===== src/rtl/mem_pkg.sv =====
// Shared types and defaults for the two-port memory arbiter.
// Holds the FSM state encoding and the transaction-owner encoding.
`timescale 1ns/1ps
package mem_pkg;

   localparam int ADDR_W_DEF = 32;
   localparam int DATA_W_DEF = 32;

   typedef enum logic [1:0] {
      IDLE = 2'd0,
      BUSY = 2'd1,
      DONE = 2'd2
   } state_t;

   typedef enum logic {
      OWN_I = 1'b0,
      OWN_D = 1'b1
   } owner_t;

endpackage


===== src/rtl/arb_rr2.sv =====
// Two-input alternating-priority picker; data wins unless it won last time.
// The last-grant register only moves when the pick is actually taken.
`timescale 1ns/1ps
module arb_rr2
   import mem_pkg::*;
(
   input  logic   clk,
   input  logic   rst_n,
   input  logic   req_fetch,
   input  logic   req_data,
   input  logic   take,
   output owner_t pick
);

   owner_t last;

   always_comb begin
      // NOTE: default assignment first so every path drives pick and no latch is inferred.
      pick = OWN_I;
      if (req_data && !(req_fetch && last == OWN_D))
         pick = OWN_D;
   end

   always_ff @(posedge clk or negedge rst_n) begin
      // NOTE: sequential state uses non-blocking assignments so all flops update together.
      if (!rst_n)
         last <= OWN_I;
      else if (take)
         last <= pick;
   end

endmodule


===== src/rtl/mem_arbiter.sv =====
// Arbitrates instruction-fetch and load/store ports onto one memory port,
// one transaction outstanding, with a wait-cycle timeout that completes with err.
`timescale 1ns/1ps
module mem_arbiter
   import mem_pkg::*;
#(
   parameter int ADDR_W  = ADDR_W_DEF,
   parameter int DATA_W  = DATA_W_DEF,
   parameter int TIMEOUT = 255
)(
   input  logic                clk,
   input  logic                rst_n,
   input  logic                i_req,
   input  logic [ADDR_W-1:0]   i_addr,
   output logic [DATA_W-1:0]   i_rdata,
   output logic                i_ack,
   input  logic                d_req,
   input  logic                d_we,
   input  logic [DATA_W/8-1:0] d_wmask,
   input  logic [ADDR_W-1:0]   d_addr,
   input  logic [DATA_W-1:0]   d_wdata,
   output logic [DATA_W-1:0]   d_rdata,
   output logic                d_ack,
   output logic                m_valid,
   output logic                m_we,
   output logic [DATA_W/8-1:0] m_wmask,
   output logic [ADDR_W-1:0]   m_addr,
   output logic [DATA_W-1:0]   m_wdata,
   input  logic [DATA_W-1:0]   m_rdata,
   input  logic                m_ready,
   output logic                err
);

   localparam int               CNT_W    = (TIMEOUT > 1) ? $clog2(TIMEOUT + 1) : 1;
   localparam logic [CNT_W-1:0] WAIT_LIM = CNT_W'(TIMEOUT - 1);

   state_t           state;
   owner_t           owner;
   owner_t           pick;
   logic [CNT_W-1:0] wait_cnt;
   logic             take;

   assign take = (state == IDLE) && (i_req || d_req);

   arb_rr2 u_arb (
      .clk       (clk),
      .rst_n     (rst_n),
      .req_fetch (i_req),
      .req_data  (d_req),
      .take      (take),
      .pick      (pick)
   );

   always_ff @(posedge clk or negedge rst_n) begin
      if (!rst_n) begin
         state    <= IDLE;
         owner    <= OWN_I;
         wait_cnt <= '0;
         m_valid  <= 1'b0;
         m_we     <= 1'b0;
         m_wmask  <= '0;
         m_addr   <= '0;
         m_wdata  <= '0;
         i_ack    <= 1'b0;
         d_ack    <= 1'b0;
         err      <= 1'b0;
         i_rdata  <= '0;
         d_rdata  <= '0;
      end else begin
         case (state)
            IDLE: begin
               if (take) begin
                  owner    <= pick;
                  wait_cnt <= '0;
                  m_valid  <= 1'b1;
                  state    <= BUSY;
                  if (pick == OWN_D) begin
                     m_we    <= d_we;
                     m_wmask <= d_wmask;
                     m_addr  <= d_addr;
                     m_wdata <= d_wdata;
                  end else begin
                     m_we    <= 1'b0;
                     m_wmask <= '0;
                     m_addr  <= i_addr;
                     m_wdata <= '0;
                  end
               end
            end
            BUSY: begin
               // A timed-out transaction completes like a normal one, but with err and zero data.
               if (m_ready || wait_cnt == WAIT_LIM) begin
                  m_valid <= 1'b0;
                  err     <= !m_ready;
                  state   <= DONE;
                  if (owner == OWN_D) begin
                     d_ack   <= 1'b1;
                     d_rdata <= m_ready ? m_rdata : '0;
                  end else begin
                     i_ack   <= 1'b1;
                     i_rdata <= m_ready ? m_rdata : '0;
                  end
               end else begin
                  wait_cnt <= wait_cnt + CNT_W'(1);
               end
            end
            DONE: begin
               i_ack <= 1'b0;
               d_ack <= 1'b0;
               err   <= 1'b0;
               state <= IDLE;
            end
            default: state <= IDLE;
         endcase
      end
   end

endmodule


===== config.mk =====
export PLATFORM = sky130hd
export DESIGN_NAME = mem_arbiter
export DESIGN_NICKNAME = d
export VERILOG_FILES = /design/src/rtl/mem_pkg.sv /design/src/rtl/arb_rr2.sv /design/src/rtl/mem_arbiter.sv
export SDC_FILE = /design/constraint.sdc
export NUM_CORES = 1
export LEC_CHECK = 0
export CELL_PAD_IN_SITES_DETAIL_PLACEMENT = 0
export CELL_PAD_IN_SITES_GLOBAL_PLACEMENT = 1
export CORE_MARGIN = 2
export CORE_UTILIZATION = 28
export DETAILED_ROUTE_END_ITERATION = 12
export PLACE_DENSITY_LB_ADDON = 0.1
export REMOVE_ABC_BUFFERS = 1
export SYNTH_ARGS = -nofsm -noshare
export SYNTH_HDL_FRONTEND = slang
export SYNTH_HIERARCHICAL = 1
export SYNTH_SLANG_ARGS = --single-unit

===== constraint.sdc =====
create_clock -name clk -period 1.8 [get_ports clk]
set_clock_uncertainty 0.2 [all_clocks]
set_input_delay 0.27 -clock clk [delete_from_list [all_inputs] [get_ports clk]]
set_output_delay 0.27 -clock clk [all_outputs]
set_load 0.01 [all_outputs]

### After elaboration in Yosys (flattened, before gate mapping)

Index checks and enable logic that the tools add are counted.

| word-level totals | value |
|---|---|
| word-level logic and storage cells | 66 |
| memories kept | 0 |
| bits of input ports | 138 |
| bits in read-only memories | 0 |
| bits in latches | 0 |
| RAM bits | 0 |
| flip-flop bits (word level) | 149 |
| output and inout port bits | 137 |

| operators by class | value |
|---|---|
| bitwise gates (word level) | 1 |
| reductions and logical operators | 19 |
| multiply operators | 0 |
| order comparisons | 0 |
| multiplexer cells | 23 |
| shifts and indexed selects | 0 |
| add/sub/neg operators | 1 |
| eq/ne operators | 8 |
| div/mod/pow operators | 0 |

Operators with widths:

| cell | count |
|---|---|
| $mux 32 | 3 |
| $reduce_and 3->1 | 6 |
| $mux 8 | 2 |
| $pmux 8 s2 | 1 |
| $ne 2x2->1 const B | 5 |
| $mux 1 | 9 |
| $add 8x1->8 const B | 1 |
| $eq 8x8->1 const B | 1 |
| $pmux 1 s2 | 4 |
| $reduce_and 2->1 | 3 |
| $mux 2 | 2 |
| $mux 4 | 1 |
| $pmux 2 s2 | 1 |
| $reduce_bool 2->1 | 2 |
| $logic_and 1x1->1 | 3 |
| $eq 2x1->1 const B | 1 |
| $eq 2x2->1 const B | 1 |
| $logic_not 1->1 | 2 |
| $logic_not 2->1 | 1 |
| $logic_or 1x1->1 | 2 |
| $not 1->1 | 1 |

### Depth between registers and ports, before layout

Gate-level depths: netlist of the first run.

| logic depth | value |
|---|---|
| depth after elaboration | 5 |
| gate-level depth with buffers | 7 |
| gate-level depth less buffers | 6 |

### Hierarchy

Netlist of the first run, hierarchy kept.

By module, submodules not included:

| module | times used | sequential area each (sq um) | cells an instance | area an instance (sq um) |
|---|---|---|---|---|
| mem_arbiter | 1 | 3703.6 | 555 | 6107.1 |
| arb_rr2 | 1 | 25.0 | 3 | 51.3 |

### Least setup slack after synthesis of the first run

Ideal clock, no wire load.

| timing path | value |
|---|---|
| path kind | flip-flop to flip-flop |
| start | register wait_cnt[0] |
| end | register wait_cnt[3] |
| cell stages (with the launch flop) | 8 |
| setup time | 0.124 ns |
| path slack | 0.071 ns |
| data arrival time | 1.405 ns |
| period minus slack after synthesis | 1.729 ns |
| required time | 1.476 ns |
| cell sequence | dfrtp_1 > inv_1 > ha_1 > nand3_1 > o211ai_2 > and2_1 > buf_2 > a211o_1 |

| on the way | value |
|---|---|
| longest elaborated chain between the ends | 4 |

RTL lines:

| element | line | RTL |
|---|---|---|
| start: declaration | mem_arbiter.sv:40 | `logic [CNT_W-1:0] wait_cnt;` |
| start signal: assignment | mem_arbiter.sv:104 | `wait_cnt <= wait_cnt + CNT_W'(1);` |
| parallel branches: the longest is 4 deep, another holds $add 8x1->8 | n/a |  |

Parallel ways; which one is timed is not known. The select of a mux whose other input is x is not followed.
A chain may end at the register's enable or synchronous reset.

### Worst setup path after layout of the first run

| timing path | value |
|---|---|
| start | register d_rdata[25] |
| end | output d_rdata[25] |

RTL lines:

| element | line | RTL |
|---|---|---|
| start: declaration | mem_arbiter.sv:22 | `output logic [DATA_W-1:0] d_rdata,` |
| start signal: assignment | mem_arbiter.sv:98 | `d_rdata <= m_ready ? m_rdata : '0;` |

No word-level cell between the ends.

==> results of run 1 <==
## final cells by class
cell class                 instances  area (um^2)
antenna                            1         2.50
clock inverter                    15          168
timing repair buffer             308         3040
fill                            2019        11700
clock buffer                      17          425
sequential                       149         3730
tap                              280          350
multi-input combinational        359         2210
inverter                           6         22.5
## how the worst max path moves through the flow
stage	from	endpoint	slack, ns	cells after the start
after floorplan	d_req	u_arb/last	-4.21	3
after global placement	m_ready	wait_cnt[4]	-0.13	6
after detailed placement	i_req	m_wdata[1]	-0.19	5
after CTS	d_rdata[5]	d_rdata[5]	0.0007	1
after global routing	wait_cnt[0]	i_rdata[0]	-0.02	7
final	d_rdata[25]	d_rdata[25]	0.05	1
## kinds of logic (layout without fill, tap and decap cells)
logic type               Yosys count  in the layout  share of synthesized area
XOR/XNOR                           2              2                    0.00284
multiplexers                      35             35                     0.0577
AO/OA/AOI/OAI                    110            110                      0.143
other                              0              1                          0
buffers and inverters             50            346                     0.0416
adder cells (fa/ha/maj)            2              2                    0.00406
AND/OR/NAND/NOR                  210            210                      0.145
flip-flops                       149            149                      0.605
## power groups by stage
stage | clock [W] | sequential [W] | combinational (W)
final | 0.00360 | 0.00572 | 0.00663
after floorplan | 0 | 0.00647 | 0.00211
after CTS | 0.00371 | 0.00576 | 0.00678
after detailed placement | 0 | 0.00584 | 0.00769
after global routing | 0.00389 | 0.00597 | 0.00731
after global placement | 0 | 0.00579 | 0.00761
## timing repair
action,CTS,global route
gates resized for setup,124,16
endpoints found under the setup margin,139,77
pin swaps,1,1
hold buffers,1,0
buffers inserted,1,0
endpoints found under the hold margin,149,0
## state kept, by name (all words and copies together), names as in the netlist
register / count
i_rdata: 32
u_arb/last: 1
m_valid: 1
i_ack: 1
err: 1
d_rdata: 32
m_wdata: 32
wait_cnt: 8
m_wmask: 4
d_ack: 1
owner: 1
state: 2
m_we: 1
m_addr: 32
## layout by cell type, fill, tap and decap left out, types with 3 or more instances in the layout
cell type | netlist | layout
buf_4 | 1 | 20
clkbuf_16 | 0 | 17
o2bb2ai_1 | 35 | 35
clkdlybuf4s50_1 | 0 | 137
nand3_1 | 44 | 43
nor2_1 | 6 | 6
dlymetal6s2s_1 | 0 | 13
mux2i_1 | 34 | 34
buf_12 | 0 | 13
o21ai_0 | 34 | 34
a32o_1 | 32 | 32
dfrtp_1 | 149 | 148
inv_1 | 6 | 6
nand2_1 | 150 | 150
inv_6 | 0 | 5
dlygate4sd2_1 | 0 | 123
clkinvlp_4 | 0 | 3
## layer usage
metal  vias up  wire length [um]  share of wire  track usage
li1       2535                 -              -            -
met3        15              2290           0.12       0.0919
met4         0               236          0.012       0.0481
met2       226              8670           0.46        0.268
met5         -                 0              0            0
met1      2538              7800           0.41        0.200
## through the flow
| stage | instance area (um^2) | setup TNS (ns) | worst slack, ns | total power, W | hold slack [ns] |
|---|---|---|---|---|---|
| 6_report | 9950 | 0 | 0.0458 | 0.0160 | 0.0736 |
| 5_1_grt | 9950 | -0.317 | -0.0243 | 0.0172 | 0.0824 |
| 2_1_floorplan | 5920 | -301.75 | -4.21 | 0.00857 | -0.226 |
| 3_5_place_dp | 9450 | -16.58 | -0.186 | 0.0135 | -0.0479 |
| 3_3_place_gp | 9450 | -11.87 | -0.125 | 0.0134 | -0.0501 |
| 4_1_cts | 9910 | 0 | 0.000692 | 0.0163 | 0.0678 |
==> flow_metrics.tcl, run 1 <==
set metrics [dict create \
    outcome "completed" \
    cap_violations 0 \
    grt_max_degree 64 \
    grt_pass1_vias 5643 \
    wl_per_cell_um 16.7 \
    p_leak_nw 4.90 \
    synthTopCellsByCount "nand2_1, dfrtp_1, nand3_1, o2bb2ai_1" \
    synthToLayoutAreaGrowth_pct 61.6 \
    final_antenna_net_count 0 \
    hold_violations 0 \
    syn_inst 558 \
    drcViolationCount 0 \
    ys_seq_area_frac 0.605 \
    yosysTopAreaCell "dfrtp_1" \
    fin_nets 981 \
    reg2regPathDepth 7 \
    path_buf_inv 1 \
    power_density_nw_per_um2 1600 \
    syn_avg_cell_area_um2 11.0 \
    finalSetupViolCount 0 \
    synth_cell_types 34 \
    port_buffers 274 \
    cp.arrival_ns 1.28 \
    final_util 0.459 \
    drt_iter0_drc 145 \
    slew_violations 0 \
    dp.cells 1100 \
    chipWidth_um 152 \
    drtPass1Iterations 5 \
    synthArstFlopShare 1.00 \
    cts.clk_slew.worst_paths_ns 0.06 \
    synth.area.top_cells "dfrtp_1, nand2_1, mux2i_1, a32o_1, o2bb2ai_1" \
    critPathSlowestCell "clkdlybuf4s50_1" \
    clock_path_buffers 2 \
    start_util 0.284 \
    worst_slew_pin_slew_ns 0.429 \
    start_kind "flop" \
    criticalPathCategory "reg -> out" \
    clk_latency_ns 0.41 \
    viasPerCell 4.68 \
    synth_edf_count 0 \
    r2r-end "d_rdata[14]" \
    cp-end-kind "output port" \
    power_frac_comb 0.416 \
    seqPwrFrac 0.359 \
    synthFlopType "dfrtp_1" \
    vias 5314 \
    rows 54 \
    clkPwrFrac 0.226 \
    p_switching_w 0.00579 \
    gr-usage-all-layers 0.169 \
    grt_pass1_wl_um 31300 \
    yosysTopAreaCellShare 0.605 \
    dp_hpwl_um 13900 \
    cp_top_family "buffers and inverters" \
    syn-cell-area_um2 6160 \
    hp-class "in -> async" \
    slowest_delay_ns 0.53 \
    place.gp.congestion 0.785 \
    core_um2 21700 \
    crit_chain "clkdlybuf4s50_1" \
    clock.fmax_mhz 570 \
    r2r_setup_slack_ns 0.06 \
    cts_sinks 149 \
    ys_warn_count 6 \
    die-area_um2 23200 \
    finalNonFillerCells 1135 \
    min_period_over_period 0.975 \
    path_max_fanout 2 \
    max_slew_margin 0.714 \
    r2r_start "wait_cnt[0]" \
    ir_worst_vdd_v 0.000606 \
    wirelength_um 19000 \
    ys_ff_latch 149 \
    cts_tree "built" \
    rsz0062_at_grt "true" \
    critPathRequiredTime_ns 1.33 \
    clock-root-buffer "clkbuf_16" \
    p_int_w 0.0102 \
    layout_min_cycle_time_ns 1.75 \
    cts_made_buffers 17 \
    antenna_found_initial 0 \
    io_pins 275 \
    grt_overflow 0 \
    power_switching_share 0.363 \
    synth.most_common_cell "nand2_1" \
    die-height_um 152 \
    drive_above_1_share 0.0925 \
    h-tree-depth 4 \
]
(Power assumes the default switching activity.)
==> run 2, diff against run 1 <==
--- a/config.mk
+++ b/config.mk
@@ -10,6 +10,7 @@
 export CORE_MARGIN = 2
 export CORE_UTILIZATION = 28
 export DETAILED_ROUTE_END_ITERATION = 12
+export GPL_ROUTABILITY_DRIVEN = 0
 export PLACE_DENSITY_LB_ADDON = 0.1
 export REMOVE_ABC_BUFFERS = 1
 export SYNTH_ARGS = -nofsm -noshare
==> constraint.sdc (replaced) <==
create_clock -name clk -period 1.42 [get_ports clk]
set_clock_uncertainty 0.2 [all_clocks]
set_input_delay 0.213 -clock clk [delete_from_list [all_inputs] [get_ports clk]]
set_output_delay 0.213 -clock clk [all_outputs]
set_load 0.01 [all_outputs]
==> run 2 against run 1 <==
Compared with the run above: the run now ends with setup timing left; clock power up 39%; count of clock-buffer cells in the layout up 1; sequential power up 29%; cell area up 8.8%; combinational power up 63%; register-to-register slack worse by 0.38 ns; routed wire length up 13%; final cell count up 5.4%; setup slack worse by 0.37 ns; sequential share of layout area down 3.0 points; non-clock buffer count up 62; global-route usage up 1.3 points.
==> flow_metrics.tcl, run 2 (synthesized netlist as in run 1, its figures left out) <==
set metrics [dict create \
    seq_area_um2 3730 \
    worst_slew_pin_slew_ns 0.360 \
    cts_made_buffers 17 \
    whs_ns 0.0517 \
    grt_overflow 0 \
    die-height_um 152 \
    crit_start "wait_cnt[0]" \
    clk_latency_ns 0.41 \
    critPathSlowestCell "dfrtp_1" \
    layout_min_cycle_time_ns 1.74 \
    slowest_delay_ns 0.37 \
    drtPass1Iterations 4 \
    grt_pass1_wl_um 33500 \
    fillers 1964 \
    layout_common_cells "dfrtp_1, clkdlybuf4s50_1, buf_2, nand2_1, buf_4" \
    multi_input_area_um2 2620 \
    min_period_over_period 1.23 \
    p_int_w 0.0149 \
    clock-root-buffer "clkbuf_16" \
    drcViolationCount 0 \
    clock.fmax_mhz 575 \
    seqPwrFrac 0.317 \
    critPathRequiredTime_ns 1.51 \
    outcome "finished, violations left" \
    clock_path_buffers 2 \
    cts_tree "built" \
    power_density_nw_per_um2 2140 \
    crit_chain "inv_1, ha_2, nand3_4, o21ai_4, nand3_4, buf_12, a32o_1" \
    finalNonFillerCells 1196 \
    ir_worst_vdd_v 0.00103 \
    failed_checks "setup timing" \
    port_buffers 274 \
    start_util 0.284 \
    max_slew_margin 0.757 \
    rsz0062_at_grt "true" \
    slew_violations 0 \
    r2r_start "wait_cnt[0]" \
    wirelength_um 21400 \
    drive_above_1_share 0.406 \
    criticalPathCategory "reg -> reg" \
    grt_pass1_vias 5929 \
    antennaDiodeCount 0 \
    cap_violations 0 \
    cts_sinks 149 \
    viasPerCell 4.73 \
    finalSetupViolCount 148 \
    wl_met1_um 8680 \
    wl_met2_um 10400 \
    cp-end-kind "flop" \
    hold_violations 0 \
    crit_top_cell "nand3_4" \
    p_leak_nw 5.14 \
    synthToLayoutAreaGrowth_pct 75.8 \
    wl_met3_um 2040 \
    final_antenna_net_count 0 \
    core_um2 21700 \
    finalWorstSetupSlack_ns -0.320 \
    cts.clk_slew.worst_paths_ns 0.06 \
    p_switching_w 0.00835 \
    layout_commonest_cell "dfrtp_1" \
    io_pins 275 \
    dp_hpwl_um 13700 \
    gr-usage-all-layers 0.182 \
    start_kind "flop" \
    h-tree-depth 4 \
    cp.arrival_ns 1.83 \
    fin_nets 1043 \
    final_util 0.499 \
    hp-class "in -> async" \
    vias 5652 \
    drt_iter0_drc 221 \
    highest_layer "met4" \
    rows 54 \
    power_frac_comb 0.466 \
    fin_tns_setup_ns -27.69 \
    wl_per_cell_um 17.9 \
    clkPwrFrac 0.217 \
    grt_max_degree 65 \
    dp.cells 1113 \
    power_switching_share 0.360 \
    die-area_um2 23200 \
    antenna_found_initial 0 \
    chipWidth_um 152 \
    path_max_fanout 17 \
]
==> run 2: cell count changes in the layout (fill, tap and decap cells not counted), sizes merged <==
cell / delta
dlymetal6s2s: -12
clkinv: +2
inv: -4
buf: +196
clkdlybuf4s50: -3
diode: -1
bufinv: +3
dlygate4sd2: -122
clkbuf: +4
clkinvlp: -2
==> run 2: path summary, 6_finish.rpt <==
path | endpoint | slack [ns] | cells after the start
max in group asynchronous | i_rdata[31] | 0.45 | 3
max reg2reg | d_rdata[4] | -0.32 | 7
min in group clk | m_wdata[18] | 0.16 | 3
min reg2reg | m_wdata[19] | 0.27 | 2
min | d_rdata[20] | 0.05 | 2
max | d_rdata[4] | -0.32 | 7
==> run 2: timing repair <==
action | in CTS | in global routing
endpoints found under the setup margin | 286 | 154
gates resized for setup | 661 | 86
buffers inserted | 28 | 12
pin swaps | 49 | 47
hold buffers | 1 | 0
cloned | 15 | 4
endpoints found under the hold margin | 149 | 0
==> run 2: worst max-delay path: cells and delay by family, from the launching register on <==
family                     cells  cell delay, ns
AOI/OAI and AO/OA              2            0.40
DFF                            1            0.37
adders and majority gates      1            0.20
and+or+nand+nor                2            0.21
buffers and inverters          2            0.23
==> run 2: metrics by stage <==
stage | setup slack [ns] | power [W] | area (um^2)
floorplan | -4.53 | 0.0105 | 5920
finish | -0.320 | 0.0232 | 10800
global route | -0.390 | 0.0247 | 10800
detailed placement | -0.511 | 0.0173 | 9580
global placement | -0.452 | 0.0171 | 9580
CTS | -0.333 | 0.0229 | 10500
==> run 2: per-layer routing <==
layer	global-route usage	up-vias
li1	-	2671
met1	0.219	2731
met2	0.305	229
met3	0.0714	21
met4	0.0525	0
met5	0	-
==> run 2: final cells by class <==
type	instances	area share
Clock buffer	18	0.0406
Clock inverter	14	0.0203
Inverter	6	0.00254
Multi-Input combinational cell	359	0.242
Sequential cell	149	0.345
Tap cell	280	0.0324
Timing Repair Buffer	370	0.318
==> run 2: power groups by stage <==
stage,Sequential [W],Combinational [W],Clock [W]
after floorplan,0.00804,0.00242,0
after global placement,0.00734,0.00980,0
after detailed placement,0.00736,0.00989,0
after CTS,0.00734,0.0104,0.00516
after global routing,0.00764,0.0117,0.00536
final,0.00736,0.0108,0.00502
